<file path="src/rtl/pipe_hazard_unit_if.sv">
// ID-stage <-> hazard unit bundle: ID instruction decode in, stall/forward/busy out.
interface pipe_hazard_if #(
    parameter int unsigned RW    = 5,
    parameter int unsigned DEPTH = 3
);
    localparam int unsigned FW = $clog2(DEPTH + 1);

    logic          id_valid;
    logic          id_wreg;
    logic          id_m2reg;
    logic          id_mdu;
    logic [RW-1:0] id_rn;
    logic [RW-1:0] id_rs;
    logic [RW-1:0] id_rt;
    logic          id_use_rs;
    logic          id_use_rt;
    logic          flush;
    logic          stall;
    logic [FW-1:0] fwd_a;
    logic [FW-1:0] fwd_b;
    logic          mdu_busy;
    logic [31:0]   stall_count;

    // ID stage side
    modport master (
        output id_valid, id_wreg, id_m2reg, id_mdu, id_rn, id_rs, id_rt,
               id_use_rs, id_use_rt, flush,
        input  stall, fwd_a, fwd_b, mdu_busy, stall_count
    );

    // Hazard unit side
    modport slave (
        input  id_valid, id_wreg, id_m2reg, id_mdu, id_rn, id_rs, id_rt,
               id_use_rs, id_use_rt, flush,
        output stall, fwd_a, fwd_b, mdu_busy, stall_count
    );
endinterface

</file>
<file path="src/rtl/pipe_hazard_unit.sv">
// Hazard / forwarding / multi-cycle stall controller tracking DEPTH post-ID stages.
module pipe_hazard_unit #(
    parameter int unsigned RW      = 5,
    parameter int unsigned DEPTH   = 3,
    parameter int unsigned MUL_LAT = 4
) (
    input  logic          Clock,
    input  logic          Resetn,
    pipe_hazard_if.slave  bus
);
    localparam int unsigned FW = $clog2(DEPTH + 1);
    localparam int unsigned CW = (MUL_LAT > 1) ? $clog2(MUL_LAT) : 1;
    localparam logic [CW-1:0] CNT_LOAD = CW'(MUL_LAT - 1);

    typedef struct packed {
        logic          v;
        logic [RW-1:0] rn;
        logic          ld;
    } slot_t;

    // Index 0 is EXE (stage 1), index DEPTH-1 is the oldest tracked stage.
    slot_t         slot     [DEPTH];
    slot_t         slot_nxt [DEPTH];
    logic [CW-1:0] cnt;
    logic [CW-1:0] cnt_nxt;
    logic [31:0]   count;
    logic [31:0]   count_nxt;

    logic          busy_c;
    logic          load_use_c;
    logic          stall_c;
    logic          issue_c;
    logic [FW-1:0] fwd_a_c;
    logic [FW-1:0] fwd_b_c;

    // Hazard detection: MDU window dominates, flush cancels a load-use stall.
    always_comb begin
        busy_c     = (cnt != '0);
        load_use_c = bus.id_valid & slot[0].v & slot[0].ld &
                     ((bus.id_use_rs & (bus.id_rs == slot[0].rn)) |
                      (bus.id_use_rt & (bus.id_rt == slot[0].rn)));
        stall_c    = busy_c | (load_use_c & ~bus.flush);
        issue_c    = bus.id_valid & ~stall_c & ~bus.flush;
    end

    // Forward select: scan oldest to youngest so the nearest match overwrites.
    always_comb begin
        fwd_a_c = '0;
        fwd_b_c = '0;
        for (int k = int'(DEPTH) - 1; k >= 0; k--) begin
            if (slot[k].v && bus.id_use_rs && (bus.id_rs != '0) && (slot[k].rn == bus.id_rs)) begin
                fwd_a_c = FW'(k + 1);
            end
            if (slot[k].v && bus.id_use_rt && (bus.id_rt != '0) && (slot[k].rn == bus.id_rt)) begin
                fwd_b_c = FW'(k + 1);
            end
        end
    end

    // Next tracking state: normal advance, or hold EXE and bubble behind it during MDU.
    always_comb begin
        for (int k = 0; k < int'(DEPTH); k++) begin
            slot_nxt[k] = slot[k];
        end
        cnt_nxt   = cnt;
        count_nxt = count;

        if (stall_c && (count != 32'hFFFF_FFFF)) begin
            count_nxt = count + 32'd1;
        end

        if (busy_c) begin
            for (int k = int'(DEPTH) - 1; k >= 2; k--) begin
                slot_nxt[k] = slot[k-1];
            end
            slot_nxt[1] = '0;
            cnt_nxt     = cnt - CW'(1);
        end else begin
            for (int k = int'(DEPTH) - 1; k >= 1; k--) begin
                slot_nxt[k] = slot[k-1];
            end
            if (issue_c) begin
                slot_nxt[0].v  = bus.id_wreg & (bus.id_rn != '0);
                slot_nxt[0].rn = bus.id_rn;
                slot_nxt[0].ld = bus.id_m2reg;
                if (bus.id_mdu && (MUL_LAT > 1)) begin
                    cnt_nxt = CNT_LOAD;
                end
            end else begin
                slot_nxt[0] = '0;
            end
        end
    end

    // State registers.
    always_ff @(posedge Clock or negedge Resetn) begin
        if (!Resetn) begin
            for (int k = 0; k < int'(DEPTH); k++) begin
                slot[k] <= '0;
            end
            cnt   <= '0;
            count <= '0;
        end else begin
            for (int k = 0; k < int'(DEPTH); k++) begin
                slot[k] <= slot_nxt[k];
            end
            cnt   <= cnt_nxt;
            count <= count_nxt;
        end
    end

    assign bus.stall       = stall_c;
    assign bus.fwd_a       = fwd_a_c;
    assign bus.fwd_b       = fwd_b_c;
    assign bus.mdu_busy    = busy_c;
    assign bus.stall_count = count;

endmodule

</file>
<file path="src/flat_wrapper.sv">
// flat-port wrapper written by rule: the top's interface ports become plain ports
module pipe_hazard_unit_flat 
#(
    parameter int unsigned RW      = 5,
    parameter int unsigned DEPTH   = 3,
    parameter int unsigned MUL_LAT = 4
)
  (Clock, Resetn, bus_id_valid, bus_id_wreg, bus_id_m2reg, bus_id_mdu, bus_id_rn, bus_id_rs, bus_id_rt, bus_id_use_rs, bus_id_use_rt, bus_flush, bus_stall, bus_fwd_a, bus_fwd_b, bus_mdu_busy, bus_stall_count);
  pipe_hazard_if #(.RW(RW), .DEPTH(DEPTH)) bus_i ();
  input  logic Clock;
  input  logic Resetn;
  input wire logic [$bits(bus_i.id_valid)-1:0] bus_id_valid;
  input wire logic [$bits(bus_i.id_wreg)-1:0] bus_id_wreg;
  input wire logic [$bits(bus_i.id_m2reg)-1:0] bus_id_m2reg;
  input wire logic [$bits(bus_i.id_mdu)-1:0] bus_id_mdu;
  input wire logic [$bits(bus_i.id_rn)-1:0] bus_id_rn;
  input wire logic [$bits(bus_i.id_rs)-1:0] bus_id_rs;
  input wire logic [$bits(bus_i.id_rt)-1:0] bus_id_rt;
  input wire logic [$bits(bus_i.id_use_rs)-1:0] bus_id_use_rs;
  input wire logic [$bits(bus_i.id_use_rt)-1:0] bus_id_use_rt;
  input wire logic [$bits(bus_i.flush)-1:0] bus_flush;
  output wire logic [$bits(bus_i.stall)-1:0] bus_stall;
  output wire logic [$bits(bus_i.fwd_a)-1:0] bus_fwd_a;
  output wire logic [$bits(bus_i.fwd_b)-1:0] bus_fwd_b;
  output wire logic [$bits(bus_i.mdu_busy)-1:0] bus_mdu_busy;
  output wire logic [$bits(bus_i.stall_count)-1:0] bus_stall_count;
  assign bus_i.id_valid = bus_id_valid;
  assign bus_i.id_wreg = bus_id_wreg;
  assign bus_i.id_m2reg = bus_id_m2reg;
  assign bus_i.id_mdu = bus_id_mdu;
  assign bus_i.id_rn = bus_id_rn;
  assign bus_i.id_rs = bus_id_rs;
  assign bus_i.id_rt = bus_id_rt;
  assign bus_i.id_use_rs = bus_id_use_rs;
  assign bus_i.id_use_rt = bus_id_use_rt;
  assign bus_i.flush = bus_flush;
  assign bus_stall = bus_i.stall;
  assign bus_fwd_a = bus_i.fwd_a;
  assign bus_fwd_b = bus_i.fwd_b;
  assign bus_mdu_busy = bus_i.mdu_busy;
  assign bus_stall_count = bus_i.stall_count;
  pipe_hazard_unit #(.RW(RW), .DEPTH(DEPTH), .MUL_LAT(MUL_LAT)) u_core (.Clock(Clock), .Resetn(Resetn), .bus(bus_i));
endmodule
</file>
<file path="config.mk">
export PLATFORM = sky130hd
export DESIGN_NAME = pipe_hazard_unit_flat
export DESIGN_NICKNAME = d
export VERILOG_FILES = /design/src/rtl/pipe_hazard_unit_if.sv /design/src/rtl/pipe_hazard_unit.sv /design/src/flat_wrapper.sv
export SDC_FILE = /design/constraint.sdc
export NUM_CORES = 1
export LEC_CHECK = 0
export CORE_MARGIN = 10
export CORE_UTILIZATION = 45
export DETAILED_ROUTE_END_ITERATION = 10
export DONT_BUFFER_PORTS = 1
export SLEW_MARGIN = 0
export SYNTH_ARGS = -nofsm -noshare
export SYNTH_HDL_FRONTEND = slang
export SYNTH_SLANG_ARGS = --single-unit
</file>
<file path="constraint.sdc">
create_clock -name Clock -period 2.3 [get_ports Clock]
set_input_delay 0.46 -clock Clock [delete_from_list [all_inputs] [get_ports Clock]]
set_output_delay 0.46 -clock Clock [all_outputs]
set_load 0.05 [all_outputs]
</file>
==> results.txt, run 1 <==
Drt wl/cell - 17.53 µm
HP Start - bus_id_rn[2]
Worst Path Class, Setup - flop to output pin
Vias - 2120
Synth warn - 0
Port bufs - 0
Worst slew margin - 67.30%
Initial antenna violation count - 0
FF-to-FF path depth - 6
Worst slew pin tran - 0.4895 ns
Vias per cell - 5.478
Top_reg_cell synth - dfrtp_1
Width of the die - 99.52 µm
Clk Latency, worst-skew pair - 0.31 ns
Asr flop ratio synth - 100.0%
Worst Path Required - 1.84 ns
Number of enable flip-flop cells after synthesis - 0
# H-tree levels - 2
Worst Path Max Fanout - 3
Cell Count, Final, Fillers Out - 387
Post-route minimum period - 2.317 ns
Diode count - 0
Die area - 0.009903 mm²
Critical path arrival - 1.86 ns
P per Cell Area - 894.0 mW/mm²
Register area share after synthesis - 46.61%
CTS clk-pin slew, worst paths - 0.09 ns
Critical-path cell list - xor2_1 -> nor4_2 -> nand4_1 -> nor2b_1 -> or2_4
Hold Path Class - input port to flop
Layout cells sized above 1 - 26.92%
GRT Util Overall - 14.03%
DR DRC count - 0
Worst Hold Depth - 1
CP startpoint - u_core.slot[10]$_DFF_PN0_
Max-slew violations - 0
Worst path max stage delay - 0.43 ns
Gr busiest metal - met2
CTS tree - done
Final Cycle Share - 100.7%
M3 GR Usage - 4.637%
Startpoint types - flop
Initial drt markers - 73
Clk sinks - 53
Initial cell density of the core - 47.22%
Reg-to-reg endpoint - u_core.bus.stall_count[1]$_DFFE_PN0P_
Largest net degree at the start of global routing - 54
Worst Setup Slack, final - -0.01665 ns
Fmax - 0.4317 GHz
Routing usage on met2 - 22.49%
Fin util - 57.27%
Ports - 62
Final #Nets - 337
Netlist cell types - 51
Syn_nets - 286
Total congestion overflow - 0
Mapped cell area - 0.002845 mm²
Max Cap Viol - 0
Total CTS buffers - 5
Root Buffer - clkbuf_8
Slowest CP cell - dfrtp_1
Core Footprint - 0.006026 mm²
Layout fillers - 561
DRT Pass-1 Iters - 4
Status - finished with violations
Clock Skew - 0.01127 ns
Area growth from synthesis to layout - 21.28%
Critical R2R Launch - u_core.slot[16]$_DFFE_PN0P_
Die height - 99.52 µm
Post-route ant nets - 0
Clock Path Buffers - 2
Final wirelength - 6.783 mm
Synthesis-stage register bit count - 53
Vias in the first global route - 2203
Placed cells - 370
Nature of the critical path endpoint - output pin
GPL Wtd Cong - 0.8464
RSZ-0062 raised after global routing - yes
DP HPWL - 5.184 mm
Met1 Track Usage GR - 17.65%
Cells after Synth - 260
Mean post-synth cell area - 10.94 µm²
Failing checks - setup timing
Rows - 28
P_leak - 1.535 nW
Worst vdd ir - 0.0007048 V
Final count of hold timing violations - 0
First-pass GRT wire length - 11.59 mm
Reg2Reg Setup Slack - 0.15 ns
Final setup viols - 1
Worst Hold Path EP - u_core.slot[17]$_DFFE_PN0P_
-- metal layers --
| layer | part of all wire (%) | wire length [µm] |
|---|---|---|
| met1 | 43 | 2898 |
| met2 | 49 | 3329 |
| met3 | 7.1 | 484 |
| met4 | 1.0 | 70 |
| met5 | 0 | 0 |
-- per-stage QoR --
step	setup WS, ns	total power [W]	cell area [µm²]	setup TNS [ns]	hold slack [ns]
2_1_floorplan	0.03144	0.002166	2845	0	0.1644
3_3_place_gp	0.1528	0.002448	3228	0	0.1672
3_5_place_dp	0.1326	0.002474	3228	0	0.1680
4_1_cts	0.003714	0.003078	3395	0	0.006161
5_1_grt	-0.1249	0.003279	3451	-0.3654	0.2641
6_report	-0.01665	0.003085	3451	-0.01665	0.2747
-- cells in the mapped netlist (2+ instances only) --
cell type | number | share of area, %
nor2b_1 | 2 | 0.44
nand3_1 | 22 | 3.9
clkbuf_1 | 2 | 0.26
a22o_1 | 2 | 0.62
nand3_2 | 2 | 0.70
nand4_1 | 19 | 4.2
nor4_1 | 3 | 0.66
xnor2_1 | 40 | 12
a21oi_1 | 2 | 0.35
nand2_1 | 13 | 1.7
dfrtp_1 | 53 | 47
buf_2 | 2 | 0.35
a22o_2 | 4 | 1.4
inv_1 | 2 | 0.26
and3_1 | 15 | 3.3
ha_1 | 2 | 0.88
and2_1 | 6 | 1.3
mux2_2 | 2 | 0.79
or3_4 | 2 | 0.79
nor3_1 | 4 | 0.70
buf_6 | 3 | 1.2
nor2_1 | 9 | 1.2
o21ai_0 | 3 | 0.53
xor2_1 | 19 | 5.8
-- cell type report --
| type | instances | area (µm²) | share of cell area [%] |
|---|---|---|---|
| Multi-Input combinational cell | 197 | 1500 | 43.47 |
| Sequential cell | 53 | 1328 | 38.47 |
| Timing Repair Buffer | 51 | 434.2 | 12.58 |
| Tap cell | 75 | 93.84 | 2.719 |
| Clock buffer | 7 | 76.32 | 2.212 |
| Inverter | 3 | 11.26 | 0.3263 |
| Clock inverter | 1 | 7.507 | 0.2175 |
-- worst max-delay path by stage --
stage / to / cells past startpoint
final: bus_fwd_b[0] / 5
after global routing: bus_fwd_b[0] / 5
after CTS: bus_fwd_b[1] / 6
after detailed placement: bus_fwd_a[1] / 6
after global placement: bus_fwd_a[1] / 6
after floorplan: bus_fwd_a[1] / 4
-- cell families after synthesis --
| family | synth area share, % |
|---|---|
| muxes | 1.539 |
| and+or+nand+nor | 24.80 |
| buffers and inverters | 2.199 |
| adders and majority gates | 0.8794 |
| DFF | 46.61 |
| xor gates and xnor gates | 18.16 |
| AOI/OAI and AO/OA | 5.805 |
-- critical path, delay by kind of cell, from the launching register on --
kind,cells,cell delay [ns]
DFF,1,0.43
xor gates and xnor gates,1,0.16
and+or+nand+nor,4,0.95
-- power breakdown --
group	switching, W	total [W]	internal, W
Sequential	0.000145	0.00125	0.00111
Combinational	0.000783	0.00132	0.000535
Clock	0.000300	0.000516	0.000216
Total	0.00123	0.00309	0.00186
-- state kept, by name, summed over array words and instances, names as in the netlist --
register	cells
u_core.bus.stall_count	32
u_core.cnt	2
u_core.slot	19
-- cell usage in the layout, fill, tap and decap left out, types with 2 or more instances in the layout --
cell type,synthesis,final
nand3_1,22,22
nor2_1,9,9
xor2_1,19,19
or3_4,2,2
clkbuf_1,2,2
and2_1,6,6
and3_1,15,15
dfrtp_1,53,52
nor3_1,4,4
nand2_1,13,13
a22o_2,4,4
nor4_2,1,3
ha_1,2,2
buf_4,0,46
nor2b_1,2,2
xnor2_1,40,39
inv_1,2,2
mux2_2,2,2
a22o_1,2,2
clkbuf_8,0,5
nand4_1,19,19
and4b_2,1,2
buf_12,0,2
o21ai_0,3,2
-- timing repair --
| item | 4_1_cts | 5_1_grt |
|---|---|---|
| endpoints found under the setup margin | 3 | 6 |
| pin swaps | 3 | 9 |
| hold endpoints to repair | 53 | 1 |
| buffers inserted | 4 | 3 |
| hold buffers | 1 | 1 |
| resized for setup | 4 | 7 |
Note: power is estimated with default switching activity, not from simulation.
==> inputs of run 2 (changes only) <==
--- a/config.mk
+++ b/config.mk
@@ -9,6 +9,7 @@
 export CORE_UTILIZATION = 45
 export DETAILED_ROUTE_END_ITERATION = 10
 export DONT_BUFFER_PORTS = 1
+export SETUP_SLACK_MARGIN = 0.1
 export SLEW_MARGIN = 0
 export SYNTH_ARGS = -nofsm -noshare
 export SYNTH_HDL_FRONTEND = slang
==> constraint.sdc (replaced) <==
create_clock -name Clock -period 2.99 [get_ports Clock]
set_input_delay 0.598 -clock Clock [delete_from_list [all_inputs] [get_ports Clock]]
set_output_delay 0.598 -clock Clock [all_outputs]
set_load 0.05 [all_outputs]
==> run 2 against run 1 <==
Effect of this change: the run now ends clean; critical endpoint is now bus_fwd_a[0]; register-to-register slack improved by 0.54 ns; worst setup slack gained 0.34 ns; design area down 5.4%; count of clock-buffer cells in the layout shrank 1; critical path type is now input port to output pin.
==> results.txt, run 2 (synthesis gave the netlist of run 1 again) <==
Fmax - 0.3752 GHz
# H-tree levels - 2 (unchanged)
Clock Path Buffers - 2 (unchanged)
Width of the die - 99.52 µm (unchanged)
Critical path arrival - 2.07 ns (+0.21 ns)
Design Area, Final - 0.003264 mm² (-5.4%)
RSZ-0062 raised after global routing - no
Commonest non-fill, non-tap cells in the layout - 53 x dfrtp_1, 40 x xnor2_1, 35 x buf_4, 22 x nand3_1
Root Buffer - clkbuf_8
Setup TNS - 0 ns (+0.01665 ns)
Startpoint types - input port
Port bufs - 0 (unchanged)
Sequential cell area - 0.001326 mm² (about the same)
Initial cell density of the core - 47.22% (unchanged)
Most common cell after layout, fill and taps aside - dfrtp_1
Vias in the first global route - 2044 (-7.2%)
Worst Path Max Fanout - 4 (+1)
Total CTS buffers - 5 (unchanged)
Post-route ant nets - 0 (unchanged)
Final Cycle Share - 89.15%
Worst slew margin - 57.15% (-10 points)
Die area - 0.009903 mm² (unchanged)
Drt wl/cell - 17.17 µm (-2.0%)
Layout fillers - 529 (-5.7%)
Final #Nets - 322 (-4.5%)
Hold Path Class - input port to async pin
Placed cell areas - 0.003151 mm² (-2.4%)
Area growth from synthesis to layout - 14.73%
Vias - 2038 (-3.9%)
GPL Wtd Cong - 0.8689 (+2.7%)
Final setup viols - 0 (-1)
Worst Path Required - 2.39 ns (+0.55 ns)
Largest net degree at the start of global routing - 54 (unchanged)
Status - completed
Rows - 28 (unchanged)
Clock Skew - 0.01564 ns (+0.004365 ns)
First-pass GRT wire length - 10.52 mm (-9.3%)
Final wirelength - 6.389 mm (-5.8%)
Clk sinks - 53 (unchanged)
Initial antenna violation count - 0 (unchanged)
Worst Path Class, Setup - input port to output pin
Diode count - 0 (unchanged)
Final count of hold timing violations - 0 (unchanged)
GRT Util Overall - 12.80% (-1.2 points)
Multi-input gate area - 0.001456 mm² (-2.9%)
Layout cells sized above 1 - 21.89% (-5.0 points)
Clk Latency, worst-skew pair - 0.30 ns (about the same)
Nature of the critical path endpoint - output pin
P_leak - 1.466 nW (-4.5%)
CTS clk-pin slew, worst paths - 0.10 ns (about the same)
P per Cell Area - 692.3 mW/mm² (-23%)
Postcts setup bufs - 0 (-4)
DP HPWL - 4.937 mm (-4.8%)
CTS tree - done
Die height - 99.52 µm (unchanged)
DR DRC count - 0 (unchanged)
Core Footprint - 0.006026 mm² (unchanged)
Initial drt markers - 48 (-34%)
Post-route minimum period - 2.666 ns
Ports - 62 (unchanged)
FF-to-FF path depth - 6 (unchanged)
Largest register FFs - 32 (unchanged)
Total congestion overflow - 0 (unchanged)
Worst vdd ir - 0.0004866 V (-31%)
Vias per cell - 5.478 (about the same)
DRT Pass-1 Iters - 4 (unchanged)
Max Cap Viol - 0 (unchanged)
Worst slew pin tran - 0.6420 ns (+0.1525 ns)
Max-slew violations - 0 (unchanged)
[run 2: cell types whose count changed in the layout (fill, tap and decap cells not counted), moves of 2 or more]
cell,before,now
buf_12,2,0
buf_4,46,35
nor4_1,1,3
nor4_2,3,1
[run 2: worst paths after layout]
| check | slack [ns] | start | end |
|---|---|---|---|
| max | 0.32 | bus_id_rs[1] | bus_fwd_a[0] |
| max reg2reg | 0.69 | u_core.slot[18]$_DFFE_PN0P_ | u_core.bus.stall_count[31]$_DFFE_PN0P_ |
| max in group asynchronous | 2.63 | Resetn | u_core.slot[1]$_DFF_PN0_ |
| min reg2reg | 0.41 | u_core.slot[13]$_DFF_PN0_ | u_core.slot[6]$_DFF_PN0_ |
| min in group Clock | 0.41 | u_core.slot[13]$_DFF_PN0_ | u_core.slot[6]$_DFF_PN0_ |
| min | 0.14 | Resetn | u_core.bus.stall_count[28]$_DFFE_PN0P_ |
[run 2: area by class of cell]
| cell class | instances | area share, % |
|---|---|---|
| clock buffers | 6 | 2.223 |
| clock inverters | 2 | 0.4216 |
| inverters | 3 | 0.3450 |
| multi-input cells | 197 | 44.61 |
| flip-flops and latches | 53 | 40.63 |
| well taps | 75 | 2.875 |
| repair buffers | 36 | 8.892 |
[run 2: where the power goes]
group | switching, W | internal [W] | total (W) | leakage, nW
Clock | 0.000230 | 0.000167 | 0.000398 | 0.0456
Combinational | 0.000570 | 0.000336 | 0.000906 | 0.713
Sequential | 0.000107 | 0.000849 | 0.000956 | 0.708
Total | 0.000908 | 0.00135 | 0.00226 | 1.47
[run 2: worst max-delay path, stage by stage]
cell and delay [ns]:
or4_1 0.50, o21ai_0 0.40, nor3_1 0.14, o21ai_0 0.10
nand2_1 0.34
[run 2: through the flow]
| step | worst slack [ns] | total power, W | utilization [%] | instances | hold WS [ns] |
|---|---|---|---|---|---|
| after floorplan | 0.4454 | 0.001666 | - | 260 | 0.3024 |
| after global routing | 0.2271 | 0.002405 | 54.17 | 372 | 0.1438 |
| final | 0.3244 | 0.002260 | 54.17 | 372 | 0.1359 |
| after detailed placement | 0.3309 | 0.001867 | 52.28 | 363 | 0.3057 |
| after CTS | 0.3328 | 0.002289 | 54.17 | 372 | 0.1419 |
| after global placement | 0.3269 | 0.001856 | 52.28 | 363 | 0.3058 |
[run 2: metal layers]
layer | global-route usage (%) | part of all wire [%] | vias to the layer above
met5 | 0 | 0 | -
met4 | 3.638 | 1.0 | 0
met3 | 4.913 | 7.6 | 7
met2 | 19.69 | 47 | 46
met1 | 16.29 | 45 | 988
li1 | - | - | 997
[run 2: timing repair]
item	CTS	global route
hold endpoints to repair	53	0
hold buffers	1	0
setup endpoints to repair	0	0
resized for setup	0	0
==> inputs of run 3 (changes only) <==
--- a/config.mk
+++ b/config.mk
@@ -5,10 +5,12 @@
 export SDC_FILE = /design/constraint.sdc
 export NUM_CORES = 1
 export LEC_CHECK = 0
+export ABC_AREA = 1
 export CORE_MARGIN = 10
 export CORE_UTILIZATION = 45
 export DETAILED_ROUTE_END_ITERATION = 10
 export DONT_BUFFER_PORTS = 1
+export REMOVE_ABC_BUFFERS = 1
 export SETUP_SLACK_MARGIN = 0.1
 export SLEW_MARGIN = 0
 export SYNTH_ARGS = -nofsm -noshare
==> run 3 against run 2 <==
Effect of this change: synthesized cell count up 93%; highest routed layer unchanged; total power is 6.2% higher; global-route usage grew 3.8 points; via count increased by 57%; critical path type is now flop to output pin.
==> results.txt, run 3 <==
Status - completed
CP dominant cell by count - nor2_1
Clock Path Buffers - 2 (unchanged)
Placed cell areas - 0.003724 mm² (+18%)
Final setup viols - 0 (unchanged)
Port bufs - 0 (unchanged)
Final Cycle Share - 80.07% (-9.1 points)
Final wirelength - 9.574 mm (+50%)
Max-slew violations - 0 (unchanged)
Initial antenna violation count - 0 (unchanged)
Largest register FFs - 32 (unchanged)
Critical R2R Launch - u_core.bus.stall_count[25]$_DFFE_PN0P_
Slowest CP cell - dfrtp_1
Total congestion overflow - 0 (unchanged)
Ports - 62 (unchanged)
Worst slew pin tran - 0.6127 ns (-0.02931 ns)
Startpoint types - flop
Largest net degree at the start of global routing - 54 (unchanged)
Worst Path Max Fanout - 4 (unchanged)
Reg-to-reg endpoint - u_core.bus.stall_count[2]$_DFFE_PN0P_
Post-route ant nets - 0 (unchanged)
GRT Util Overall - 16.60% (+3.8 points)
Critical-path cell list - xnor2_1 -> nand2_1 -> nor4_1 -> nor2_1 -> nor2_1 -> buf_4
RSZ-0062 raised after global routing - no
Post-route minimum period - 2.394 ns (-0.2714 ns)
Layout fillers - 751 (+42%)
Pwr Total - 0.002400 W (+6.2%)
Die area - 0.01157 mm² (+17%)
P per Cell Area - 619.9 mW/mm² (-10%)
Design Area, Final - 0.003871 mm² (+19%)
Max Cap Viol - 0 (unchanged)
Width of the die - 107.6 µm (+8.1%)
CTS tree - done
P_leak - 1.935 nW (+32%)
Vias per cell - 5.071 (-7.4%)
Crit path to - bus_fwd_b[1]
FF-to-FF path depth - 8 (+2)
Final #Nets - 556 (+73%)
Worst vdd ir - 0.0005806 V (+19%)
Rows - 31 (+11%)
Mapped cell area - 0.003452 mm² (+21%)
Diode count - 0 (unchanged)
Post-synth top area share - 38.42% (-8.2 points)
Most common cell after layout, fill and taps aside - nand2_1
Netlist cell types - 32 (-37%)
DRT Pass-1 Iters - 4 (unchanged)
Critical path arrival - 1.80 ns (-0.27 ns)
Commonest non-fill, non-tap cells in the layout - 182 x nand2_1, 56 x inv_1, 53 x dfrtp_1, 49 x nor2_1, 42 x nand3_1
DR DRC count - 0 (unchanged)
Synth warn - 0 (unchanged)
Commonest cells in the netlist - 182 x nand2_1, 56 x inv_1, 53 x dfrtp_1
Root Buffer - clkbuf_8
Fmax - 0.4177 GHz (+11%)
Initial drt markers - 120 (+150%)
Clk sinks - 53 (unchanged)
Core Footprint - 0.007370 mm² (+22%)
Yosys top cell by area - dfrtp_1
Layout cells sized above 1 - 11.49% (-10 points)
Nature of the critical path endpoint - output pin
# H-tree levels - 2 (unchanged)
Synth area leaders - dfrtp_1 38%, nand2_1 20%, inv_1 6.1%
Area growth from synthesis to layout - 12.14%
Mean post-synth cell area - 6.890 µm² (-37%)
Reg2Reg Setup Slack - 0.90 ns (+0.21 ns)
Die height - 107.6 µm (+8.1%)
Vias in the first global route - 3100 (+52%)
Total CTS buffers - 5 (unchanged)
CTS clk-pin slew, worst paths - 0.10 ns (about the same)
Cells after Synth - 501 (+93%)
Worst path max stage delay - 0.44 ns (-0.06 ns)
Worst slew margin - 58.84% (+1.7 points)
Top_reg_cell synth - dfrtp_1
Postcts setup bufs - 0 (unchanged)
GPL Wtd Cong - 0.8667 (-0.25%)
Clk Latency, worst-skew pair - 0.31 ns (about the same)
Clock Skew - 0.006663 ns (-0.008975 ns)
Worst Path Required - 2.39 ns (about the same)
Post-cts repair resize count - 0 (unchanged)
Most frequent cell after synthesis - nand2_1
CP startpoint - u_core.slot[10]$_DFF_PN0_
Hold-fix buffers, CTS - 1 (unchanged)
Dpl ws - 0.7476 ns (+0.4167 ns)
Worst Path Class, Setup - flop to output pin
Synthesis-stage register bit count - 53 (unchanged)
Number of enable flip-flop cells after synthesis - 0 (unchanged)
Asr flop ratio synth - 100.0% (unchanged)
First-pass GRT wire length - 15.51 mm (+48%)
Final count of hold timing violations - 0 (unchanged)
Setup TNS - 0 ns (unchanged)
Vias - 3195 (+57%)
Worst Setup Slack, final - 0.5958 ns (+0.2714 ns)
Register area share after synthesis - 38.42% (-8.2 points)
DP HPWL - 7.736 mm (+57%)
Drt wl/cell - 15.20 µm (-12%)
Initial cell density of the core - 46.84% (-0.38 points)
Hold Path Class - input port to async pin
run 3: cell count changes in the layout (fill, tap and decap cells not counted), moves of 6 or more:
cell     before  now
and2_1        6    0
and3_1       15    0
inv_1         2   56
inv_2         0    8
nand2_1      13  182
nand3_1      22   42
nand4_1      19    6
nor2_1        9   49
nor3_1        4   18
o22ai_1       0   13
xnor2_1      40    8
run 3: worst max-delay path: cells and delay by family (launching register included):
kind	cells	cell delay, ns
DFF	1	0.44
and+or+nand+nor	4	0.64
xor gates and xnor gates	1	0.21
buffers and inverters	1	0.20
run 3: through the flow:
step	cells	hold WS, ns	utilization (%)
final	630	0.1379	52.53
after global routing	630	0.1408	52.53
after CTS	630	0.1396	52.53
after detailed placement	621	0.3037	50.53
after global placement	621	0.3038	50.53
after floorplan	491	0.3024	-
run 3: cells by family after synthesis:
| logic type | share of synthesized area, % |
|---|---|
| AND/OR/NAND/NOR | 38.86 |
| flip-flops | 38.42 |
| adder cells (fa/ha/maj) | 0.7248 |
| buffers and inverters | 9.423 |
| AO/OA/AOI/OAI | 5.727 |
| XOR/XNOR | 6.850 |
run 3: how the worst min path moves through the flow:
| stage | cells past startpoint | endpoint | startpoint |
|---|---|---|---|
| 2_1_floorplan | 0 | u_core.bus.stall_count[0]$_DFFE_PN0P_ | Resetn |
| 3_3_place_gp | 0 | u_core.bus.stall_count[1]$_DFFE_PN0P_ | Resetn |
| 3_5_place_dp | 0 | u_core.bus.stall_count[1]$_DFFE_PN0P_ | Resetn |
| 4_1_cts | 1 | u_core.bus.stall_count[15]$_DFFE_PN0P_ | Resetn |
| 5_1_grt | 1 | u_core.bus.stall_count[1]$_DFFE_PN0P_ | Resetn |
| 6_report | 1 | u_core.bus.stall_count[1]$_DFFE_PN0P_ | Resetn |
run 3: final cells by class:
class	count	area, µm²	area share, %
tap	99	123.9	3.200
clock inverter	2	37.54	0.9696
clock buffer	6	82.58	2.133
inverter	64	240.2	6.206
timing repair buffer	32	260.3	6.723
sequential	53	1326	34.26
multi-input combinational	374	1800	46.51
run 3: routing by layer:
metal,global-route usage (%),up-vias,wire [µm]
li1,-,1641,-
met1,17.94,1463,3776
met2,30.83,79,5071
met3,4.611,12,603
met4,4.389,0,122
met5,0,-,0
run 3: where the power goes:
group	total [W]	internal, W	switching (W)
registers	0.000920	0.000832	0.0000887
clock network	0.000514	0.000272	0.000241
logic	0.000965	0.000269	0.000697
